<file path="config.mk">
export PLATFORM = sky130hd
export DESIGN_NAME = rr_arbiter16
export DESIGN_NICKNAME = d
export VERILOG_FILES = /design/src/rtl/rr_arbiter16_pkg.sv /design/src/rtl/rr_arbiter16_demux16.sv /design/src/rtl/rr_arbiter16.sv
export SDC_FILE = /design/constraint.sdc
export NUM_CORES = 1
export LEC_CHECK = 0
export CELL_PAD_IN_SITES_DETAIL_PLACEMENT = 1
export CELL_PAD_IN_SITES_GLOBAL_PLACEMENT = 1
export CORE_MARGIN = 10
export CORE_UTILIZATION = 41
export CTS_CLUSTER_DIAMETER = 40
export DETAILED_ROUTE_END_ITERATION = 12
export GPL_TIMING_DRIVEN = 0
export PLACE_DENSITY_LB_ADDON = 0.1
export SYNTH_ARGS = -nofsm -noshare
export SYNTH_HDL_FRONTEND = slang
export SYNTH_SLANG_ARGS = --single-unit
</file>
<file path="constraint.sdc">
create_clock -name clk -period 4.5 [get_ports clk]
set_clock_uncertainty 0.15 [all_clocks]
set_input_delay 0.9 -clock clk [delete_from_list [all_inputs] [get_ports clk]]
set_output_delay 0.9 -clock clk [all_outputs]
set_load 0.02 [all_outputs]
</file>
<file path="src/rtl/rr_arbiter16_pkg.sv">
// Shared widths and state codes for the 16-way round-robin arbiter.
// No logic here: constants and the FSM state type only.
// Imported by the arbiter top and its grant decoder.
package rr_arbiter16_pkg;

  localparam int N_REQ  = 16;
  localparam int SEL_W  = 4;
  localparam int HOLD_W = 8;

  typedef enum logic {
    ST_IDLE  = 1'b0,
    ST_GRANT = 1'b1
  } state_e;

endpackage

</file>
<file path="src/rtl/rr_arbiter16_demux16.sv">
// Purpose: 1-to-16 demux, routes in_i onto the output bit selected by sel_i.
// Latency: purely combinational, zero cycles.
// Backpressure: none; output follows inputs directly.
module demux16
  import rr_arbiter16_pkg::*;
(
  input  logic             in_i,
  input  logic [SEL_W-1:0] sel_i,
  output logic [N_REQ-1:0] out_o
);

  // Only the selected bit can carry in_i, so the output is one-hot or zero.
  always_comb begin
    out_o        = '0;
    out_o[sel_i] = in_i;
  end

endmodule

</file>
<file path="src/rtl/rr_arbiter16.sv">
// Purpose: round-robin arbiter granting one of 16 level requesters, with an optional hold limit.
// Latency: req sampled at an edge appears on the registered grant one cycle later; no comb path.
// Backpressure: a requester keeps its grant while req stays high, up to MAX_HOLD cycles, then one idle gap.
module rr_arbiter16
  import rr_arbiter16_pkg::*;
#(
  parameter int MAX_HOLD = 8
) (
  input  logic             clk,
  input  logic             reset,
  input  logic [N_REQ-1:0] req,
  output logic             gnt_valid,
  output logic [SEL_W-1:0] gnt_id,
  output logic [N_REQ-1:0] grant
);

  // A zero MAX_HOLD disables the timeout; the last-cycle count is only used when enabled.
  localparam bit              HOLD_EN   = (MAX_HOLD != 0);
  localparam logic [HOLD_W-1:0] HOLD_LAST = HOLD_W'(MAX_HOLD - 1);

  state_e              state_q, state_d;
  logic                gnt_valid_q, gnt_valid_d;
  logic [SEL_W-1:0]    gnt_id_q, gnt_id_d;
  logic [SEL_W-1:0]    last_q, last_d;
  logic [HOLD_W-1:0]   hold_cnt_q, hold_cnt_d;
  logic                rel_now;

  // First set request at or after last+1, wrapping; the final step lands on last itself.
  function automatic logic [SEL_W-1:0] rr_pick(input logic [N_REQ-1:0] r,
                                               input logic [SEL_W-1:0] last);
    logic [SEL_W-1:0] idx;
    logic             found;
    rr_pick = last;
    found   = 1'b0;
    idx     = '0;
    for (int k = 1; k <= N_REQ; k++) begin
      idx = last + SEL_W'(k);
      if (!found && r[idx]) begin
        rr_pick = idx;
        found   = 1'b1;
      end
    end
  endfunction

  // Release on req drop or on the final permitted cycle of the tenure; both together are one release.
  assign rel_now = !req[gnt_id_q] || (HOLD_EN && (hold_cnt_q == HOLD_LAST));

  // Next-state and next-output logic; other req bits are ignored while a grant is held.
  always_comb begin
    state_d     = state_q;
    gnt_valid_d = gnt_valid_q;
    gnt_id_d    = gnt_id_q;
    last_d      = last_q;
    hold_cnt_d  = hold_cnt_q;
    case (state_q)
      ST_IDLE: begin
        if (|req) begin
          state_d     = ST_GRANT;
          gnt_valid_d = 1'b1;
          gnt_id_d    = rr_pick(req, last_q);
          hold_cnt_d  = '0;
        end
      end
      ST_GRANT: begin
        if (hold_cnt_q != '1) begin
          hold_cnt_d = hold_cnt_q + HOLD_W'(1);
        end
        if (rel_now) begin
          // gnt_id keeps its value; the preempted index becomes lowest priority.
          state_d     = ST_IDLE;
          gnt_valid_d = 1'b0;
          last_d      = gnt_id_q;
        end
      end
      default: begin
        state_d     = ST_IDLE;
        gnt_valid_d = 1'b0;
      end
    endcase
  end

  // State registers; last resets to 15 so the first search starts at index 0.
  always_ff @(posedge clk) begin
    if (reset) begin
      state_q     <= ST_IDLE;
      gnt_valid_q <= 1'b0;
      gnt_id_q    <= '0;
      last_q      <= '1;
      hold_cnt_q  <= '0;
    end else begin
      state_q     <= state_d;
      gnt_valid_q <= gnt_valid_d;
      gnt_id_q    <= gnt_id_d;
      last_q      <= last_d;
      hold_cnt_q  <= hold_cnt_d;
    end
  end

  assign gnt_valid = gnt_valid_q;
  assign gnt_id    = gnt_id_q;

  demux16 u_demux (
    .in_i  (gnt_valid_q),
    .sel_i (gnt_id_q),
    .out_o (grant)
  );

endmodule

</file>
# Word level (Yosys, flattened, before mapping)
# Cells that the tools add are included.
# word_totals
register_bits	18
input_bits	18
elab_cells	190
output_inout_bits	21
# op_classes
eq_ne	5
n_addsub	16
bitwise_logic	2
magnitude_cmp	18
reduce_logical	38
n_mux	106
# op_table
cell	n
$lt 4x5->1 const B	17
$bmux 1 s4	17
$mux 1	67
$mux 4	16
$add 4x4->4 const B	8
$add 4x3->4 const B	4
$and 16x16->16	1
$logic_and 1x1->1	16
$logic_not 1->1	16
$mux 8	2
$pmux 8 s2	1
$reduce_or 16->1	1
$add 4x2->4 const B	2
$add 8x1->8 const B	1
$eq 8x3->1 const B	1
$ne 8x8->1 const B	1
$reduce_and 2->1	4
$add 4x1->4 const B	1
$demux 1 s4	1
$ge 4x1->1 const B	1
$ne 2x1->1 const B	2
$pmux 1 s2	2
$ne 2x2->1 const B	1
$logic_or 1x1->1	1
$not 1->1	1

# Logic depth before layout (Yosys ltp)
# logic_depth
depth_word	79
depth_mapped	16
depth_no_buf	11

# Modules after synthesis
# A second synthesis with hierarchy kept.
# unflattened
cells_unflattened	384
hier_area_um2	3315.7
# by_module_without_submodules
mod	area_per_inst_um2	n_inst	seq_area_each_um2	cells_per_inst
rr_arbiter16	3198.1	1	360.3	361
demux16	117.6	1	0.0	23

# Worst setup path after synthesis
# Ideal clock, no wire load.
# synth_timing
kind	flip-flop to flip-flop
startpoint	register last_q[1]
endpoint	register gnt_id_q[2], in the netlist gnt_id[2]
path_buffers	5
setup_slack_ns	0.090
setup_time_ns	0.088
t_required_ns	4.262
synth_period_minus_slack_ns	4.410
stages_incl_launch_ff	17
arrival_ns	4.172
path_cell_list	dfxtp_1 -> buf_2 -> buf_2 -> buf_2 -> inv_1 -> ha_1 -> buf_6 -> buf_6 -> mux2_1 -> mux4_2 -> mux2_4 -> nand2b_1 -> nor4_4 -> and4bb_4 -> a31oi_1 -> and3_1 -> a311oi_2
# synth_via
elab_chain_len	79
word_cells_on_any_way	138
classes_between	add/sub: 15; mux: 93; reduce/logical: 30
# synth_rtl
element	line	text
from (decl)	rr_arbiter16.sv:24	logic [SEL_W-1:0] last_q, last_d;
from (signal assigned)	rr_arbiter16.sv:94	last_q <= last_d;
$add 4x1->4	rr_arbiter16.sv:37	idx = last + SEL_W'(k);
$bmux 1 s4	rr_arbiter16.sv:38	if (!found && r[idx]) begin
$mux 1 (implied by the code)	rr_arbiter16.sv:38	
$mux 1	rr_arbiter16.sv:38	
$mux 1	rr_arbiter16.sv:57	if (|req) begin
$mux 1	rr_arbiter16.sv:55	case (state_q)
$logic_not 1->1	rr_arbiter16.sv:38	
$logic_and 1x1->1	rr_arbiter16.sv:38	
(+63 left out)	n/a	
$logic_not 1->1	rr_arbiter16.sv:38	
$logic_and 1x1->1	rr_arbiter16.sv:38	
$mux 1	rr_arbiter16.sv:38	
$mux 1	rr_arbiter16.sv:57	
$mux 1	rr_arbiter16.sv:55	
$logic_not 1->1	rr_arbiter16.sv:38	
$logic_and 1x1->1	rr_arbiter16.sv:38	
$mux 4 *	rr_arbiter16.sv:38	
to (signal assigned)	rr_arbiter16.sv:93	gnt_id_q <= gnt_id_d;
to (decl)	rr_arbiter16.sv:23	logic [SEL_W-1:0] gnt_id_q, gnt_id_d;
# Mark *: on every way between the ends. The rest lies on a longest branch, timed or not. The select of a mux whose other input is x is not followed.
# A chain may end at the register's enable or synchronous reset.

# Final worst setup path
# layout_timing
startpoint	input port req[12]
endpoint	register gnt_id_q[2], in the netlist gnt_id[2]
# layout_via
elab_chain_len	78
word_cells_on_any_way	125
classes_between	mux: 93; reduce/logical: 32
# layout_rtl
element	line	text
from (decl)	rr_arbiter16.sv:11	input logic [N_REQ-1:0] req,
$bmux 1 s4	rr_arbiter16.sv:38	
$mux 1 (implied by the code)	rr_arbiter16.sv:38	
$mux 1	rr_arbiter16.sv:38	
$mux 1	rr_arbiter16.sv:57	
$mux 1	rr_arbiter16.sv:55	
$logic_not 1->1	rr_arbiter16.sv:38	
$logic_and 1x1->1	rr_arbiter16.sv:38	
$mux 1	rr_arbiter16.sv:38	
(+62 left out)	n/a	
$logic_not 1->1	rr_arbiter16.sv:38	
$logic_and 1x1->1	rr_arbiter16.sv:38	
$mux 1	rr_arbiter16.sv:38	
$mux 1	rr_arbiter16.sv:57	
$mux 1	rr_arbiter16.sv:55	
$logic_not 1->1	rr_arbiter16.sv:38	
$logic_and 1x1->1	rr_arbiter16.sv:38	
$mux 4	rr_arbiter16.sv:38	
# Parallel ways exist; a longest one is shown, timed or not. The select of a mux whose other input is x is not followed.

==> PnR_summary.wiki <==
{| class="wikitable"
! Metric !! Value
|-
| Final non-filler cell area || 0.00441 mm2
|-
| Worst slew slack as a fraction of its limit || 54.1%
|-
| Number of distinct standard cells referenced by the synthesized netlist || 80
|-
| Main flop type after synthesis || dfxtp_1
|-
| Endpoints failing hold || 0
|-
| Clock Path Buffers || 2
|-
| Largest net degree at the start of global routing || 11
|-
| H-tree level count || 1
|-
| Die Outline Area || 0.0128 mm2
|-
| Count of state elements after synthesis || 18
|-
| Combinational share of power || 90.0%
|-
| Number of nets in the layout || 470
|-
| Simple-gate area share of the yosys netlist || 20.9%
|-
| Share of synthesized area spent on multiplexers || 35.3%
|-
| Layout Area Growth over Synthesis || 23.4%
|-
| EDFF count, synth || 0
|-
| CTS tree || built
|-
| TritonCTS sink count || 18
|-
| Drt via density || 6.47
|-
| Antenna-violating nets left || 0
|-
| Fraction of synthesized cell area in xor and xnor cells || 4.87%
|-
| Fin crit period || 4.38 ns
|-
| Routed length per instance || 23.5 um
|-
| Result of the run || finished clean
|-
| Core footprint || 0.00834 mm2
|-
| Category of the most critical setup path || in2reg
|-
| Register-to-Register Setup Slack || 0.13 ns
|-
| Ratio of final minimum period to clock period || 97.3%
|-
| Internal Pwr Total || 1760 uW
|-
| Die height || 113 um
|-
| Number of warnings reported in the yosys synthesis log || 0
|-
| Largest voltage drop on the vdd net || 0.000429 V
|-
| Hold buffer count at cts || 0
|-
| Post-Synthesis Net Count || 407
|-
| Compound-Gate Fraction of Synth Area || 19.7%
|-
| Highest attainable clock frequency || 0.228 GHz
|-
| Vias in the first global route || 3496
|-
| Global-route wire length before repair || 19900 um
|-
| Synthesized area per cell || 9.40 um2
|-
| DRC errors left || 0
|-
| Ordered cell list for the critical path || clkdlybuf4s50_1, mux4_1, mux2i_2, mux2i_1, or4_4, nor4_4, buf_4, and4bb_4, a31oi_1, and3_1, a311oi_2
|-
| Post-synthesis async set-or-reset flop share || 0%
|-
| Largest driver fanout on the critical path || 9
|-
| Critical Path AT || 4.40 ns
|-
| Filler-free cell count of the finished design || 547
|-
| Worst Hold Class || reg2reg
|-
| Mapped Cells || 380
|-
| Count of final max-slew check failures || 0
|-
| Max-Cap Viols || 0
|-
| Portion of total power attributed to the clock network || 3.5%
|-
| Clk_lat worst skew || 0.25 ns
|-
| Final weighted congestion in routability-driven placement || 0.939
|-
| Critical path's slowest cell || clkdlybuf4s50_1
|-
| 1st-iter DRT viols || 207
|-
| Post-placement cell area || 0.00408 mm2
|-
| Transition time of the tightest slew-check pin || 0.686 ns
|-
| Starting density of the core || 42.8%
|-
| Total number of vias || 3538
|-
| Num rows || 33
|-
| Mapped Area || 0.00357 mm2
|-
| Count of TritonRoute iterations in the first routing pass || 4
|-
| Sequential share of the synthesized area || 10.1%
|-
| Total setup violations reported at the end of the flow || 0
|-
| Share of post-route cells with drive strength above 1 || 26.2%
|-
| CP Launch Type || input pin
|-
| Clock transition time at the flip-flop clock pins of the worst setup and hold paths || 0.07 ns
|-
| Arithmetic-cell share of the synthesized area counting full adders, half adders and majority gates || 3.15%
|-
| Sw Ratio || 53.2%
|-
| Standby leakage power || 0.00160 uW
|-
| TritonCTS buffer count || 3
|-
| Max incr delay on CP || 0.61 ns
|-
| CTS root buf || clkbuf_8
|-
| NetSw || 2000 uW
|-
| Boundary Pins || 39
|-
| Overall routed net length || 12900 um
|-
| Die boundary width || 113 um
|-
| Kind of end point of the critical path || flop
|-
| Antenna diode count || 0
|-
| DP HPWL || 9610 um
|-
| Initial antenna violation count || 0
|-
| Total routing usage reported by global routing || 18.8%
|-
| Instance count after placement with tap cells included || 522
|-
| Worst path required time || 4.52 ns
|-
| Quantity of I/O buffers inserted on ports || 37
|-
| Part of the total power dissipated in sequential elements || 6.5%
|-
| Combinational family with the most area after synthesis || multiplexers
|-
| Areal power density over the cells || 852 mW/mm2
|-
| Total gr overflow || 0
|}
-- power by group through the flow --
stage	Combinational [uW]	Sequential, uW	Clock (uW)
CTS	3070	242	136
global route	3620	249	145
detailed placement	2990	245	0
floorplan	2240	251	0
finish	3380	242	132
global placement	2940	244	0
-- layer usage --
| layer | track usage, % | share of wire, % | up-vias |
|---|---|---|---|
| li1 | - | - | 1629 |
| met1 | 25.3 | 45 | 1775 |
| met2 | 30.5 | 47 | 115 |
| met3 | 2.75 | 6.1 | 19 |
| met4 | 4.48 | 2.1 | 0 |
| met5 | 0 | 0 | - |
-- path summary, 6_finish.rpt --
kind	startpoint	endpoint	depth (start not counted)
worst min-delay path	hold_cnt_q[7]	hold_cnt_q[7]	2
worst max register to register	last_q[1]	gnt_id[2]	16
worst min register to register	hold_cnt_q[7]	hold_cnt_q[7]	2
worst max-delay path	req[12]	gnt_id[2]	11
-- area by class of cell --
type                    count  area [um2]
well taps                 105         131
repair buffers             59         548
flip-flops and latches     18         365
inverters                   7        33.8
clock buffers               4        55.1
fillers                   958        3930
plain buffers              21         210
multi-input cells         333        3070
-- through the flow --
| stage | utilization [%] | hold slack [ns] | TNS [ns] | total power (uW) | setup slack [ns] |
|---|---|---|---|---|---|
| after floorplan | - | 0.322 | 0 | 2490 | 0.0903 |
| after global placement | 48.9 | 0.346 | -3.12 | 3180 | -0.881 |
| after detailed placement | 48.9 | 0.368 | -3.34 | 3230 | -0.920 |
| after CTS | 50.5 | 0.387 | 0 | 3450 | 0.00330 |
| after global routing | 52.9 | 0.420 | -0.0597 | 4010 | -0.0284 |
| final | 52.9 | 0.377 | 0 | 3760 | 0.123 |
-- Yosys cell counts, types with 6 or more instances --
master | count | area [um2]
a21oi_1 | 11 | 55.1
clkbuf_1 | 6 | 22.5
dfxtp_1 | 18 | 360
ha_1 | 9 | 113
inv_1 | 7 | 26.3
mux2_1 | 6 | 67.6
mux2_2 | 9 | 101
mux2i_1 | 19 | 190
mux4_1 | 11 | 289
mux4_2 | 22 | 495
nand2_1 | 28 | 105
nand2b_1 | 10 | 62.6
nand3_1 | 8 | 40.0
nor2_1 | 40 | 150
nor2b_1 | 6 | 37.5
nor3_1 | 10 | 50.1
o211ai_1 | 8 | 60.1
o21ai_0 | 14 | 70.1
xnor2_1 | 8 | 70.1
xor2_1 | 10 | 87.6
-- registers in the layout, indices dropped and copies added, names as in the netlist --
signal	flops
hold_cnt_q	8
state_q	1
gnt_id	4
gnt_valid	1
last_q	4
-- critical path, delay by kind of cell --
family / cells / cell delay, ns
AO/OA/AOI/OAI: 2 / 0.22
buffers and inverters: 2 / 0.81
multiplexers: 3 / 1.14
AND/OR/NAND/NOR: 4 / 1.32
-- logic make-up after synthesis --
group,count (synthesis)
flops,18
fa+ha+maj,9
xor+xnor,19
simple gates,141
buf+inv,29
compound gates,91
mux,73
-- placed cells by master (no fill, tap or decap), types with 5 or more instances in the layout --
cell type,n
nor2_1,40
clkdlybuf4s50_1,37
nand2_1,28
mux4_2,22
buf_4,21
mux2i_1,17
dfxtp_1,16
o21ai_0,14
mux4_1,11
a21oi_1,11
nand2b_1,10
nor3_1,9
clkbuf_8,9
xor2_1,9
mux2_2,9
xnor2_1,8
o211ai_1,8
nand3_1,7
ha_1,7
clkbuf_1,6
mux2_1,6
nor2b_1,6
inv_1,5
buf_6,5
o22ai_1,5
and3_1,5
-- repair_timing --
| action | 4_1_cts | 5_1_grt |
|---|---|---|
| setup endpoints to repair | 4 | 4 |
| gates resized for setup | 13 | 12 |
| setup buffers | 6 | 16 |
| pin swaps | 1 | 4 |
(Power assumes the default switching activity.)
